**src/rtl/serial_add_pkg.sv**
```systemverilog
// Shared types and constants for the bit-serial adder controller.
package serial_add_pkg;

  typedef enum logic [1:0] {
    IDLE = 2'd0,
    RUN  = 2'd1,
    DONE = 2'd2
  } state_t;

  localparam int DEFAULT_WIDTH = 32'd8;

  // Replace one bit of a partial result; used to fold the live slice bit into the result.
  function automatic logic [31:0] set_bit(input logic [31:0] vec, input int unsigned idx,
                                          input logic val);
    logic [31:0] tmp;
    tmp      = vec;
    tmp[idx] = val;
    return tmp;
  endfunction

endpackage

```
**src/rtl/serial_add_ctrl_fa_bit.sv**
```systemverilog
// Combinational 1-bit full-adder slice shared by every bit of the serial addition.
module fa_bit (
  input  logic a,
  input  logic b,
  input  logic cin,
  output logic s,
  output logic cout
);

  assign s    = a ^ b ^ cin;
  assign cout = (a & b) | (cin & (a ^ b));

endmodule

```
**src/rtl/serial_add_ctrl.sv**
```systemverilog
// Bit-serial adder controller: one full-adder slice, LSB first, WIDTH cycles per add.
// Optional two's-complement overflow output enabled by defining SERIAL_ADD_OVF_EN.
module serial_add_ctrl
  import serial_add_pkg::*;
#(
  parameter int WIDTH = DEFAULT_WIDTH
) (
  input  logic             clk,
  input  logic             reset,
  input  logic             start,
  input  logic [WIDTH-1:0] a,
  input  logic [WIDTH-1:0] b,
  input  logic             cin,
  output logic             busy,
  output logic             done,
  output logic [WIDTH-1:0] sum,
  output logic             cout
`ifdef SERIAL_ADD_OVF_EN
  ,
  output logic             ovf
`endif
);

  localparam int CNT_W = (WIDTH > 1) ? $clog2(WIDTH) : 1;
  localparam logic [CNT_W-1:0] LAST_BIT = CNT_W'(WIDTH - 1);

  state_t           state_r;
  logic [WIDTH-1:0] a_r;
  logic [WIDTH-1:0] b_r;
  logic [CNT_W-1:0] cnt_r;
  logic             carry_r;
  logic [WIDTH-1:0] part_r;

  logic             slice_a_s;
  logic             slice_b_s;
  logic             slice_s_s;
  logic             slice_cout_s;
  logic [WIDTH-1:0] part_next_s;
  logic             accept_s;

  assign slice_a_s = a_r[cnt_r];
  assign slice_b_s = b_r[cnt_r];

  fa_bit u_fa_bit (
    .a    (slice_a_s),
    .b    (slice_b_s),
    .cin  (carry_r),
    .s    (slice_s_s),
    .cout (slice_cout_s)
  );

  // Partial result with the bit being processed this cycle already merged in.
  always_comb begin
    logic [31:0] wide_s;
    wide_s      = 32'd0;
    wide_s      = set_bit(32'(part_r), 32'(cnt_r), slice_s_s);
    part_next_s = wide_s[WIDTH-1:0];
  end

  // New operands are only taken when the controller is idle or just finished.
  always_comb begin
    accept_s = 1'b0;
    if ((state_r == IDLE) || (state_r == DONE)) begin
      accept_s = start;
    end else begin
      accept_s = 1'b0;
    end
  end

  // Controller state, operand capture, serial datapath and registered outputs.
  always_ff @(posedge clk) begin
    if (reset) begin
      state_r <= IDLE;
      a_r     <= '0;
      b_r     <= '0;
      cnt_r   <= '0;
      carry_r <= 1'b0;
      part_r  <= '0;
      busy    <= 1'b0;
      done    <= 1'b0;
      sum     <= '0;
      cout    <= 1'b0;
`ifdef SERIAL_ADD_OVF_EN
      ovf     <= 1'b0;
`endif
    end else begin
      case (state_r)
        IDLE, DONE: begin
          done <= 1'b0;
          if (accept_s) begin
            a_r     <= a;
            b_r     <= b;
            carry_r <= cin;
            cnt_r   <= '0;
            part_r  <= '0;
            busy    <= 1'b1;
            state_r <= RUN;
          end else begin
            busy    <= 1'b0;
            state_r <= IDLE;
          end
        end
        RUN: begin
          part_r  <= part_next_s;
          carry_r <= slice_cout_s;
          if (cnt_r == LAST_BIT) begin
            // Final bit: the carry entering it, XOR the carry leaving it, is signed overflow.
            sum     <= part_next_s;
            cout    <= slice_cout_s;
`ifdef SERIAL_ADD_OVF_EN
            ovf     <= carry_r ^ slice_cout_s;
`endif
            busy    <= 1'b0;
            done    <= 1'b1;
            state_r <= DONE;
          end else begin
            cnt_r   <= cnt_r + CNT_W'(1);
            busy    <= 1'b1;
            done    <= 1'b0;
            state_r <= RUN;
          end
        end
        default: begin
          state_r <= IDLE;
          busy    <= 1'b0;
          done    <= 1'b0;
        end
      endcase
    end
  end

endmodule

```
**config.mk**
```make
export PLATFORM = sky130hd
export DESIGN_NAME = serial_add_ctrl
export DESIGN_NICKNAME = d
export VERILOG_FILES = /design/src/rtl/serial_add_pkg.sv /design/src/rtl/serial_add_ctrl_fa_bit.sv /design/src/rtl/serial_add_ctrl.sv
export SDC_FILE = /design/constraint.sdc
export NUM_CORES = 1
export LEC_CHECK = 0
export ABC_AREA = 0
export CAP_MARGIN = 20
export CELL_PAD_IN_SITES_DETAIL_PLACEMENT = 1
export CELL_PAD_IN_SITES_GLOBAL_PLACEMENT = 2
export CORE_UTILIZATION = 28
export CTS_CLUSTER_SIZE = 25
export DETAILED_ROUTE_END_ITERATION = 7
export HOLD_SLACK_MARGIN = 0.05
export PLACE_DENSITY = 0.69
export SYNTH_ARGS = -nofsm -noshare
export SYNTH_HDL_FRONTEND = slang
export SYNTH_SLANG_ARGS = --single-unit
```
**constraint.sdc**
```tcl
create_clock -name clk -period 4.95 [get_ports clk]
set_input_delay 0.99 -clock clk [delete_from_list [all_inputs] [get_ports clk]]
set_output_delay 0.99 -clock clk [all_outputs]
set_load 0.005 [all_outputs]
```
==> impl_metrics.py <==
metrics = {
    "timing": {
        "fin_hold_ws_ns": 0.4521,
        "setup_ws_ns": 1.592,
        "clock.fmax_ghz": 0.2978,
        "fin_crit_sh": 0.6783,
        "rsz0062_at_grt": "no",
        "setup_viol": 0,
        "hold_viol_final": 0,
        "skew_ns": 0.005605,
        "relSlewSlack": 0.5468,
        "finalSetupTns_ns": 0,
        "drv_slew": 0,
        "period_minus_slack_ns": 3.358,
        "worst_pin_slew_ns": 0.6706,
    },
    "setup_path": {
        "rrSetupSlack_ns": 1.59,
        "end_kind": "flip-flop",
        "slowest_stage": "fa_1",
        "cp.depth": 7,
        "crit_chain": "mux4_1, mux2_4, fa_1, nor4bb_1, buf_4, mux2i_1, nand2_1",
        "required_ns": 5.19,
        "critPathLaunchType": "flip-flop",
        "r2r_end": "part_r[7]",
        "cp_top_family": "multiplexers",
        "r2r-start": "cnt_r[1]",
        "crit_fanout": 14,
        "cpPeakStageDelay_ns": 0.71,
        "arrival_ns": 3.60,
        "ff2ff_path_depth": 7,
        "critPathKind": "flip-flop to flip-flop",
        "critPathBufInv": 1,
    },
    "die": {
        "start_util": 0.2960,
        "dieArea_mm2": 0.007162,
        "fp.dieH_um": 84.63,
        "ios": 31,
        "die-width_um": 84.63,
        "rows": 29,
        "coreArea_mm2": 0.006459,
    },
    "logic_synthesis": {
        "yosysMostFrequentCell": "nand2_1",
        "ys_seq_area_frac": 0.4188,
        "synthTopCellsByArea": "dfxtp_1 42%, mux2i_1 8.4%, nand2_1 8.2%",
        "synth_top_area_cell": "dfxtp_1",
        "ys_seq_elements": 40,
        "netlist_instances": 204,
        "netlist.area_leader.share": 0.4188,
        "synth_nets": 227,
        "synth-async-reset-ratio": 0,
        "yosysUniqueCellTypes": 32,
        "synth_edf_count": 0,
        "ys_warn_count": 0,
        "syn_avg_cell_area_um2": 9.372,
        "synth_commonest_cells": "42 x nand2_1, 40 x dfxtp_1, 19 x a21oi_1",
        "synth-main-ff-cell": "dfxtp_1",
        "syn_area_mm2": 0.001912,
    },
    "route": {
        "routed_wl_um": 4218,
        "dr.pass1.iters": 6,
        "drc": 0,
        "post_drt_via_cell_ratio": 5.033,
        "antenna_left": 0,
        "drt-initial-drc-count": 51,
        "wire_per_inst_um": 13.97,
        "vias": 1520,
    },
    "placed_design": {
        "dp_cells": 294,
        "port_buffers": 30,
        "finalWeightedCongestion": 0.6777,
        "hpwl_um": 2844,
        "dp_slack_ns": 1.545,
    },
    "clocking": {
        "postCtsHoldBufs": 0,
        "clock_sink_count": 40,
        "htree_num_levels": 2,
        "cts_resized": 0,
        "cts_root_buf": "clkbuf_8",
        "cts_max_path_buffers": 2,
        "cts_tree": "done",
        "clkLatencyLatePin_ns": 0.29,
        "cts_setup_buffers": 0,
        "path_clk_slew_ns": 0.08,
        "cts_made_buffers": 5,
    },
    "grt": {
        "overflow": 0,
        "antenna_found_initial": 0,
        "grt_pass1_wl_um": 7100,
        "grt_max_degree": 51,
        "grt_pass1_vias": 1446,
        "grt_usage": 0.1294,
    },
    "layout": {
        "finalNonFillerCells": 302,
        "fin_nets": 248,
        "fill_cells": 746,
        "drive_gt1_frac": 0.08444,
        "antenna_cells": 0,
        "multi_input_area_mm2": 0.001007,
        "synthToLayoutAreaGrowth_pct": 22.12,
        "ff_latch_area_um2": 800.8,
    },
    "outcome": {
        "status": "complete, no violations",
    },
    "power": {
        "p_total_uw": 659.3,
        "vdd_drop_max_mv": 0.1053,
        "cellLeakagePower_nw": 0.9217,
        "cellPowerDensity_mw_per_mm2": 282.4,
    },
    "worst_hold_path": {
        "hp-start": "b_r[7]",
        "hold_depth": 2,
        "holdCritPathClass": "flip-flop to flip-flop",
        "hold_path_end": "b_r[7]",
    },
    "run": {
        "maxCapViolCount": 0,
    },
}
==> state kept, by name, indices dropped and copies added, names as in the netlist <==
register,flops
done,1
part_r,8
cnt_r,3
b_r,8
a_r,8
cout,1
sum,8
state_r,2
carry_r,1
==> power by group <==
| part | internal [mW] | switching [mW] | total [mW] |
|---|---|---|---|
| clock | 0.124 | 0.109 | 0.233 |
| combinational | 0.0415 | 0.0402 | 0.0818 |
| sequential | 0.333 | 0.0116 | 0.344 |
==> cell usage in the layout (no fill, tap or decap), drive strengths merged, types with 2 or more instances in the layout <==
cell / synthesis / final
nand2: 42 / 42
dfxtp: 40 / 40
clkdlybuf4s50: 0 / 30
a21oi: 19 / 19
mux2i: 16 / 16
nor2: 9 / 9
nand4b: 9 / 9
a211oi: 8 / 8
nor4bb: 8 / 8
clkbuf: 6 / 7
nand3: 4 / 4
buf: 14 / 4
mux4: 4 / 4
or3b: 4 / 4
nor2b: 3 / 3
nand3b: 3 / 3
mux2: 2 / 2
nand2b: 2 / 2
ha: 2 / 2
==> metrics by stage <==
stage | cell area [um2] | utilization
2_1_floorplan | 1912 | -
5_1_grt | 2335 | 0.3615
3_5_place_dp | 2231 | 0.3454
4_1_cts | 2327 | 0.3603
6_report | 2335 | 0.3615
3_3_place_gp | 2231 | 0.3454
==> worst reg2reg max path: stages, from the launching register on <==
cell,delay (ns)
dfxtp_1,0.64
mux4_1,0.62
mux2_4,0.29
fa_1,0.71
nor4bb_1,0.67
buf_4,0.25
mux2i_1,0.07
nand2_1,0.07
==> cell type report <==
cell class / instances / area share
multi-input combinational: 143 / 0.4314
clock buffer: 7 / 0.04126
timing repair buffer: 34 / 0.1415
inverter: 1 / 0.001608
tap: 77 / 0.04126
sequential: 40 / 0.3430
==> worst max path at each step <==
stage	end	from	slack (ns)
after global routing	part_r[4]	cnt_r[1]	1.40
after global placement	part_r[7]	cnt_r[1]	1.66
after floorplan	part_r[7]	cnt_r[1]	2.33
final	part_r[7]	cnt_r[1]	1.59
after detailed placement	part_r[7]	cnt_r[1]	1.54
after CTS	part_r[7]	cnt_r[1]	1.54
==> metal layers <==
layer	global-route usage	vias to the layer above	wire length (um)
met4	0.06471	0	76
met5	0	-	0
met3	0.03245	6	139
met1	0.1652	721	2112
li1	-	764	-
met2	0.2033	29	1890
==> logic make-up after synthesis <==
family	Yosys count	synth area share
adders and majority gates	3	0.02356
and+or+nand+nor	88	0.2592
AOI/OAI and AO/OA	30	0.09555
muxes	22	0.1486
buffers and inverters	21	0.05431
DFF	40	0.4188
No activity file was read; power rests on OpenSTA's default activity.
